File: src/rtl/score_pkg.sv
// Shared types and constants for the score tracker.
package score_pkg;

   // Round progress: menu, round in play, final score on show.
   typedef enum logic [1:0] {
      StIdle,
      StRun,
      StHold
   } state_e;

   typedef logic [3:0] bcd_t;

   localparam int unsigned MAX_SCORE = 99;

   // Two-digit packed BCD of a small integer.
   function automatic logic [7:0] to_bcd2(input int unsigned v);
      logic [3:0] t;
      logic [3:0] o;
      t = 4'(v / 10);
      o = 4'(v % 10);
      return {t, o};
   endfunction

   localparam logic [7:0] MaxScoreBcd = to_bcd2(MAX_SCORE);

endpackage

File: src/rtl/bcd2_counter.sv
// Two-digit BCD incrementer, saturating at MAX_SCORE, with synchronous clear.
// The next value is exported so the owner can register it elsewhere in the same cycle.
module bcd2_counter
   import score_pkg::*;
(
   input  logic clk,
   input  logic reset,
   input  logic clear_i,
   input  logic inc_i,
   output bcd_t tens_o,
   output bcd_t ones_o,
   output bcd_t tens_d_o,
   output bcd_t ones_d_o
);

   bcd_t tens_q, tens_d;
   bcd_t ones_q, ones_d;

   // Next count: clear wins, otherwise increment with decimal carry unless saturated.
   always_comb begin
      tens_d = tens_q;
      ones_d = ones_q;
      if (clear_i) begin
         tens_d = '0;
         ones_d = '0;
      end else if (inc_i && ({tens_q, ones_q} != MaxScoreBcd)) begin
         if (ones_q == 4'd9) begin
            ones_d = '0;
            tens_d = tens_q + 4'd1;
         end else begin
            ones_d = ones_q + 4'd1;
         end
      end
   end

   // Count register.
   always_ff @(posedge clk or posedge reset) begin
      if (reset) begin
         tens_q <= '0;
         ones_q <= '0;
      end else begin
         tens_q <= tens_d;
         ones_q <= ones_d;
      end
   end

   assign tens_o   = tens_q;
   assign ones_o   = ones_q;
   assign tens_d_o = tens_d;
   assign ones_d_o = ones_d;

endmodule

File: src/rtl/score_tracker.sv
// Game score tracker: counts ticks survived, keeps a high score, holds and blinks the
// final score after a round. Outputs are loaded from next-state values so a tick's
// effect is visible the clock after that tick, with no input-to-output path.
module score_tracker
   import score_pkg::*;
#(
   parameter int unsigned HOLD_TICKS  = 48,
   parameter int unsigned BLINK_TICKS = 6
) (
   input  logic clk,
   input  logic reset,
   input  logic tick_i,
   input  logic start_i,
   input  logic death_i,
   input  logic win_i,
   input  logic clear_hi_i,
   output bcd_t ones_o,
   output bcd_t tens_o,
   output logic blank_o,
   output logic new_high_o,
   output logic round_over_o
);

   localparam int unsigned HoldW  = (HOLD_TICKS > 1) ? $clog2(HOLD_TICKS) : 1;
   localparam int unsigned BlinkW = (BLINK_TICKS > 1) ? $clog2(BLINK_TICKS) : 1;
   localparam logic [HoldW-1:0]  HoldLast  = HoldW'(HOLD_TICKS - 1);
   localparam logic [BlinkW-1:0] BlinkLast = BlinkW'(BLINK_TICKS - 1);

   state_e state_q, state_d;

   logic [7:0]        high_q, high_d;
   logic [HoldW-1:0]  hold_q, hold_d;
   logic [BlinkW-1:0] blink_q, blink_d;
   logic              blank_q, blank_d;
   logic              new_high_q, new_high_d;
   bcd_t              ones_q, ones_d;
   bcd_t              tens_q, tens_d;
   logic              round_over_q, round_over_d;

   logic       cnt_clear, cnt_inc;
   bcd_t       score_tens, score_ones;
   bcd_t       score_tens_d, score_ones_d;
   logic [7:0] score;
   logic [7:0] disp_d;

   bcd2_counter u_score (
      .clk      (clk),
      .reset    (reset),
      .clear_i  (cnt_clear),
      .inc_i    (cnt_inc),
      .tens_o   (score_tens),
      .ones_o   (score_ones),
      .tens_d_o (score_tens_d),
      .ones_d_o (score_ones_d)
   );

   // Packed BCD orders the same as the decimal value, so it compares directly.
   assign score = {score_tens, score_ones};

   // State register.
   always_ff @(posedge clk or posedge reset) begin
      if (reset) begin
         state_q <= StIdle;
      end else begin
         state_q <= state_d;
      end
   end

   // Next state: moves only on a game tick; leaving the menu abandons the round.
   always_comb begin
      state_d = state_q;
      if (tick_i) begin
         unique case (state_q)
            StIdle: if (start_i) state_d = StRun;
            StRun: begin
               if (!start_i) begin
                  state_d = StIdle;
               end else if (death_i || win_i) begin
                  state_d = StHold;
               end
            end
            StHold: if (hold_q == HoldLast) state_d = StIdle;
            default: state_d = StIdle;
         endcase
      end
   end

   // Datapath and output next values for the current state.
   always_comb begin
      high_d     = high_q;
      hold_d     = hold_q;
      blink_d    = blink_q;
      blank_d    = blank_q;
      new_high_d = new_high_q;
      cnt_clear  = 1'b0;
      cnt_inc    = 1'b0;
      if (tick_i) begin
         unique case (state_q)
            StIdle: begin
               if (clear_hi_i) high_d = '0;
            end
            StRun: begin
               if (!start_i) begin
                  cnt_clear = 1'b1;
               end else if (death_i || win_i) begin
                  // Death and win enter the same hold; only the score matters.
                  new_high_d = (score > high_q);
                  if (score > high_q) high_d = score;
                  hold_d  = '0;
                  blink_d = '0;
                  blank_d = 1'b0;
               end else begin
                  cnt_inc = 1'b1;
               end
            end
            StHold: begin
               if (hold_q == HoldLast) begin
                  cnt_clear  = 1'b1;
                  hold_d     = '0;
                  blink_d    = '0;
                  blank_d    = 1'b0;
                  new_high_d = 1'b0;
               end else begin
                  hold_d = hold_q + HoldW'(1);
                  if (new_high_q) begin
                     if (blink_q == BlinkLast) begin
                        blink_d = '0;
                        blank_d = ~blank_q;
                     end else begin
                        blink_d = blink_q + BlinkW'(1);
                     end
                  end
               end
            end
            default: ;
         endcase
      end
      // Menu shows the high score; a round in play or on hold shows its own score.
      disp_d       = (state_d == StIdle) ? high_d : {score_tens_d, score_ones_d};
      tens_d       = disp_d[7:4];
      ones_d       = disp_d[3:0];
      round_over_d = (state_d == StHold);
   end

   // Datapath and output registers.
   always_ff @(posedge clk or posedge reset) begin
      if (reset) begin
         high_q       <= '0;
         hold_q       <= '0;
         blink_q      <= '0;
         blank_q      <= 1'b0;
         new_high_q   <= 1'b0;
         ones_q       <= '0;
         tens_q       <= '0;
         round_over_q <= 1'b0;
      end else begin
         high_q       <= high_d;
         hold_q       <= hold_d;
         blink_q      <= blink_d;
         blank_q      <= blank_d;
         new_high_q   <= new_high_d;
         ones_q       <= ones_d;
         tens_q       <= tens_d;
         round_over_q <= round_over_d;
      end
   end

   assign ones_o       = ones_q;
   assign tens_o       = tens_q;
   assign blank_o      = blank_q;
   assign new_high_o   = new_high_q;
   assign round_over_o = round_over_q;

endmodule

File: config.mk
export PLATFORM = sky130hd
export DESIGN_NAME = score_tracker
export DESIGN_NICKNAME = d
export VERILOG_FILES = /design/src/rtl/score_pkg.sv /design/src/rtl/bcd2_counter.sv /design/src/rtl/score_tracker.sv
export SDC_FILE = /design/constraint.sdc
export NUM_CORES = 1
export LEC_CHECK = 0
export ABC_CLOCK_PERIOD_IN_PS = 4600
export CORE_UTILIZATION = 30
export DETAILED_ROUTE_END_ITERATION = 10
export GPL_TIMING_DRIVEN = 0
export PLACE_DENSITY = 0.45
export RECOVER_POWER = 50
export SYNTH_ARGS = -nofsm -noshare
export SYNTH_HDL_FRONTEND = slang
export SYNTH_SLANG_ARGS = --single-unit
File: constraint.sdc
create_clock -name clk -period 4.6 [get_ports clk]
set_input_delay 1.15 -clock clk [delete_from_list [all_inputs] [get_ports clk]]
set_output_delay 1.15 -clock clk [all_outputs]
set_load 0.005 [all_outputs]
# After elaboration in Yosys (flattened, before gate mapping)
# Index checks and enable logic that the tools add are counted.
[word_totals]
latchBits = 0
register_bits = 38
mem_bits_ro = 0
ram_bits = 0
wordCells = 85
memories = 0
[op_classes]
n_lt_le_gt_ge = 1
n_eq_ne = 12
n_reduce_logical = 9
bitwise = 1
div_mod_pow = 0
n_mux = 47
multipliers = 0
n_shift = 0
addsub = 4
[op_table]
columns = ["cell", "count"]
rows = [
  ["$mux 8", 6],
  ["$mux 4", 6],
  ["$mux 6", 3],
  ["$pmux 8 s2", 1],
  ["$mux 1", 15],
  ["$mux 3", 5],
  ["$pmux 6 s2", 1],
  ["$mux 2", 5],
  ["$reduce_and 5->1", 2],
  ["$add 4x1->4 const B", 2],
  ["$gt 8x8->1", 1],
  ["$ne 8x8->1 const B", 1],
  ["$add 6x1->6 const B", 1],
  ["$eq 6x6->1 const B", 1],
  ["$ne 2x2->1 const B", 3],
  ["$ne 3x3->1 const B", 2],
  ["$pmux 1 s2", 3],
  ["$pmux 2 s3", 1],
  ["$pmux 3 s2", 1],
  ["$reduce_and 6->1", 1],
  ["$eq 2x2->1 const B", 2],
  ["$eq 4x4->1 const B", 1],
  ["$logic_not 2->1", 2],
  ["$reduce_and 4->1", 1],
  ["7 further kinds", 7],
]

# Depth between registers and ports, before layout
[depth]
ltp_word = 9
depth_mapped = 9

# By module
# A second synthesis with hierarchy kept.
[hier_totals]
hier_cells = 244
area_unflattened_um2 = 2336.0
[by_module_without_submodules]
columns = ["mod", "n_inst", "cells_per_inst", "area_each_um2"]
rows = [
  ["score_tracker", 1, 195, 1876.8],
  ["bcd2_counter", 1, 49, 459.2],
]

# Least setup slack after synthesis
# OpenSTA, ideal clock, no wires.
[synth_path]
kind = "in2reg"
start = "input tick_i"
end = "register ones_q[0] (netlist: ones_o[0])"
t_required_ps = 4475
path_buffers = 1
t_arrival_ps = 2346
setup_slack_ps = 2129
setup_time_ps = 125
stages = 6
cell_sequence = "buf_4 and2_1 a21oi_1 a311oi_2 nor2_4 mux2_4"
[synth_between]
word_cells_on_any_way = 9
classes_between = "mux (7); reduce/logical (2)"
[synth_rtl]
columns = ["element", "line_no", "source"]
rows = [
  ["from (decl)", "score_tracker.sv:12", "input logic tick_i,"],
  ["$mux 2", "score_tracker.sv:72", "if (tick_i) begin"],
  ["via state_d[1]", "score_tracker.sv:29", "state_e state_q, state_d;"],
  ["$logic_not 2->1", "score_tracker.sv:139", "disp_d = (state_d == StIdle) ? high_d : {score_tens_d, score_ones_d};"],
  ["$mux 8", "score_tracker.sv:139", ""],
  ["via disp_d[0]", "score_tracker.sv:44", "logic [7:0] disp_d;"],
  ["to (signal assigned)", "score_tracker.sv:162", "ones_q <= ones_d;"],
  ["to (decl)", "score_tracker.sv:36", "bcd_t ones_q, ones_d;"],
]
# The timed path passes the listed nets, and every way through them passes these cells.
# A chain may end at the register's enable or synchronous reset.

# Final worst setup path
[layout_path]
start = "input start_i"
end = "register ones_q[0] (netlist: ones_o[0])"
[layout_between]
word_cells_on_any_way = 18
classes_between = "mux (16); reduce/logical (2)"
[layout_rtl]
columns = ["element", "line_no", "source"]
rows = [
  ["from (decl)", "score_tracker.sv:13", "input logic start_i,"],
  ["$mux 8", "score_tracker.sv:103", "if (!start_i) begin"],
  ["$pmux 8 s2", "score_tracker.sv:98", "unique case (state_q)"],
  ["$mux 8", "score_tracker.sv:97", "if (tick_i) begin"],
  ["via high_d[0]", "score_tracker.sv:31", "logic [7:0] high_q, high_d;"],
  ["$mux 8", "score_tracker.sv:139", ""],
  ["via disp_d[0]", "score_tracker.sv:44", ""],
]
# The timed path passes the listed nets, and every way through them passes these cells.

==> summary.txt <==
Outcome
  – Status: finished clean

Logic synthesis
  – Yosys reg bits: 38
  – Ys Warns: 0
  – Yosys cell types: 57
  – Asr flop ratio synth: between 90% and 100%
  – Sequential element share of the synthesized area: 42.1%
  – Syn_nets: about 250
  – Number of flops mapped to enable cells by yosys: 0
  – Most common flop cell mapped by yosys: dfrtp_1
  – Area of the mapped netlist: 2260 um^2
  – Syn Inst Count: between 200 and 250
  – Syn_area_per_cell: 10.2 um^2

Drt
  – Total wire length: 4.84 mm
  – Via Count: 1681
  – DRC: 0
  – Post-DRT Antenna Nets: 0
  – DRT iter0 DRCs: just under 100
  – DRT Pass-1 Iters: 4
  – Vias/cell: ~4.9
  – Wirelength per Cell: 14.1 um

Setup path
  – R2R cell count: 7
  – Total stage count of the critical path: 6
  – CP Launch Type: input port
  – Critical path required time: roughly 4800 ps
  – CP delay by family, top: compound AO/OA/AOI/OAI gates
  – Slowest CP cell: clkdlybuf4s50_1
  – Worst-path fanout max: 7
  – Worst path bufs/invs: 1
  – Critical Path End Type: flop
  – Crit-path cells: clkdlybuf4s50_1, o21ai_0, nor3b_1, o31ai_2, a32o_1, mux2_4
  – Crit path DAT: ~3100 ps
  – Crit path kind: in2reg
  – CP peak stage delay: a little under 600 ps

Power
  – Net Sw Power: 0.446 mW
  – Comb power frac: 41.5%
  – IR drop worst, VDD: between 0.0001 and 0.00015 V
  – Seq pwr share: 35.0%
  – Sw Share: a little under two fifths
  – Internal: ~0.75 mW
  – Leak: 1.17 nW
  – Clock share of power: 23.6%
  – P per Cell Area: 451 nW/um^2

Timing
  – Max-slew violations: 0
  – Least-Margin Pin Slew: 1470 ps
  – Final Hold Vio Count: 0
  – Clk_skew: 2.35 ps
  – Unrepaired setup endpoints after global routing: no
  – Slew Limit Headroom: 1.84%
  – Setup TNS: 0 ps
  – Final min period: about 2900 ps
  – Tcrit/Tclk final: 63.2%
  – Fmax: 344 MHz
  – Final Setup Violations: 0

Finish
  – Final design utilization: about 37%
  – Design area: 2650 um^2
  – Diode count: 0
  – Layout cell share with drive strength beyond 1: 13.5%
  – Final-layout fill cell count: 759
  – Nets: between 200 and 300
  – Most frequent cells in the layout: dfrtp_1, nor2_1, ha_1
  – Cell Count, Final, Fillers Out: 344
  – Most common cell after layout, fill and taps aside: dfrtp_1
  – P&R area growth vs syn: 17.4%
  – Reg area: 951 um^2
  – Multi-input gate area: around 1200 um^2

Clock tree
  – Reg clk slew, reported paths: roughly 80 ps
  – Post-cts sizing count: 0
  – Post-CTS setup buffers: 0
  – Skew-Pair Late Insertion Delay: 290 ps
  – CTS tree: done
  – Clock Path Buffers: 2
  – Post-CTS Hold Buffers: 0
  – CTS sink cnt: 38
  – Cts bufs inserted: 5
  – CTS Root Cell: clkbuf_8
  – H-tree depth: 2

GRT
  – First-pass GRT wire length: 7.99 mm
  – Initial antenna violation count: 0
  – Largest net degree at the start of global routing: 39
  – Overflow left after global routing: 0
  – Number of global-route vias before repair: 1554
  – Total GRT Usage: 13.8%

Place
  – GP Congestion: 0.738
  – Port buffer count: 16
  – Placed cells: 336
  – Placed Area: 2540 um^2
  – HPWL Detailed: between 3 and 4 mm

Die
  – Die Height: 88.8 um
  – Row cnt: 31
  – Starting Density: 31.2%
  – I/O pin count: 18
  – Die Footprint: ~7900 um^2
  – Core area: 7250 um^2
  – Die W: 88.8 um

Hold path
  – Hold Crit Depth: 1
  – Worst Hold Class: reg2reg

Run
  – Max_cap viols: 0
==> final cells by class <==
class,count,area share [%]
clock buffers,5,2.59
multi-input cells,161,45.7
repair buffers,16,6.04
flip-flops and latches,38,35.8
plain buffers,5,1.27
well taps,99,4.67
inverters,17,2.41
clock inverters,3,1.51
==> kinds of logic (layout without fill, tap and decap cells) <==
logic type,count (synthesis),after routing,share of synthesized area (%)
xor gates and xnor gates,2,2,0.775
adders and majority gates,17,17,9.41
DFF,38,38,42.1
AOI/OAI and AO/OA,58,58,19.5
and+or+nand+nor,73,73,17.6
buffers and inverters,22,46,4.32
muxes,11,11,6.26
==> power groups by stage <==
| stage | clock network, mW | registers (mW) | logic, mW |
|---|---|---|---|
| final | 0.282 | 0.418 | 0.496 |
| after global routing | 0.306 | 0.427 | 0.559 |
| after CTS | 0.291 | 0.419 | 0.511 |
| after detailed placement | 0 | 0.426 | 0.508 |
| after global placement | 0 | 0.426 | 0.509 |
| after floorplan | 0 | 0.419 | 0.366 |
==> final timing paths <==
path	startpoint	to	slack, ps
setup / recovery	start_i	ones_o[0]$_DFF_PP0_	1690
hold / removal	hold_q[5]$_DFFE_PP0P_	hold_q[5]$_DFFE_PP0P_	480
setup reg to reg	u_score.ones_o[1]$_DFF_PP0_	ones_o[0]$_DFF_PP0_	2300
hold reg to reg	hold_q[5]$_DFFE_PP0P_	hold_q[5]$_DFFE_PP0P_	480
max in group asynchronous	reset	high_q[6]$_DFF_PP0_	2010
min in group asynchronous	reset	ones_o[0]$_DFF_PP0_	1730
==> registers in the layout, summed over array words and instances (netlist names) <==
| signal | cells |
|---|---|
| u_score.tens_o | 4 |
| u_score.ones_o | 4 |
| ones_o | 4 |
| round_over_o | 1 |
| hold_q | 6 |
| high_q | 8 |
| state_q | 2 |
| blink_q | 3 |
| blank_o | 1 |
| new_high_o | 1 |
| tens_o | 4 |
==> layer usage <==
metal / part of all wire (%) / wire, um / GRT usage [%]
met4: 1.5 / 73 / 5.28
met5: 0 / 0 / 0
met3: 3.6 / 173 / 3.17
met2: 44 / 2140 / 21.2
met1: 51 / 2460 / 19.0
==> cell usage after synthesis, types with 2 or more instances <==
cell type | n | share of area (%)
a21oi_1 | 10 | 2.2
a21oi_2 | 3 | 1.2
a31oi_1 | 2 | 0.55
a32o_1 | 5 | 2.2
and2_1 | 3 | 0.83
and3_1 | 2 | 0.55
buf_4 | 2 | 0.66
clkbuf_1 | 2 | 0.33
dfrtp_1 | 38 | 42
ha_1 | 17 | 9.4
inv_1 | 16 | 2.7
mux2_4 | 6 | 4.0
mux2i_1 | 4 | 1.8
nand2_1 | 15 | 2.5
nand2b_1 | 3 | 0.83
nand3_1 | 3 | 0.66
nand3b_1 | 2 | 0.66
nand4_2 | 2 | 1.1
nor2_1 | 24 | 4.0
nor2b_1 | 2 | 0.55
nor3_1 | 3 | 0.66
nor3b_1 | 2 | 0.66
o211a_1 | 2 | 0.89
o211ai_1 | 4 | 1.3
o21ai_0 | 13 | 2.9
o31ai_1 | 4 | 1.3
or3_1 | 2 | 0.55
==> metrics by stage <==
stage	power, mW	hold WS (ps)	setup WS, ps
floorplan	0.785	446	2130
global placement	0.935	475	1360
detailed placement	0.934	476	1360
CTS	1.22	489	1670
global route	1.29	505	1500
finish	1.20	484	1690
==> worst reg2reg max path, stage by stage (launching register included) <==
cell and delay [ps]:
dfrtp_1 450, ha_1 310, nor2b_1 130, o211ai_1 250
a211oi_2 140, o31ai_2 570, a32o_1 240, mux2_4 150
(Power assumes the default switching activity.)
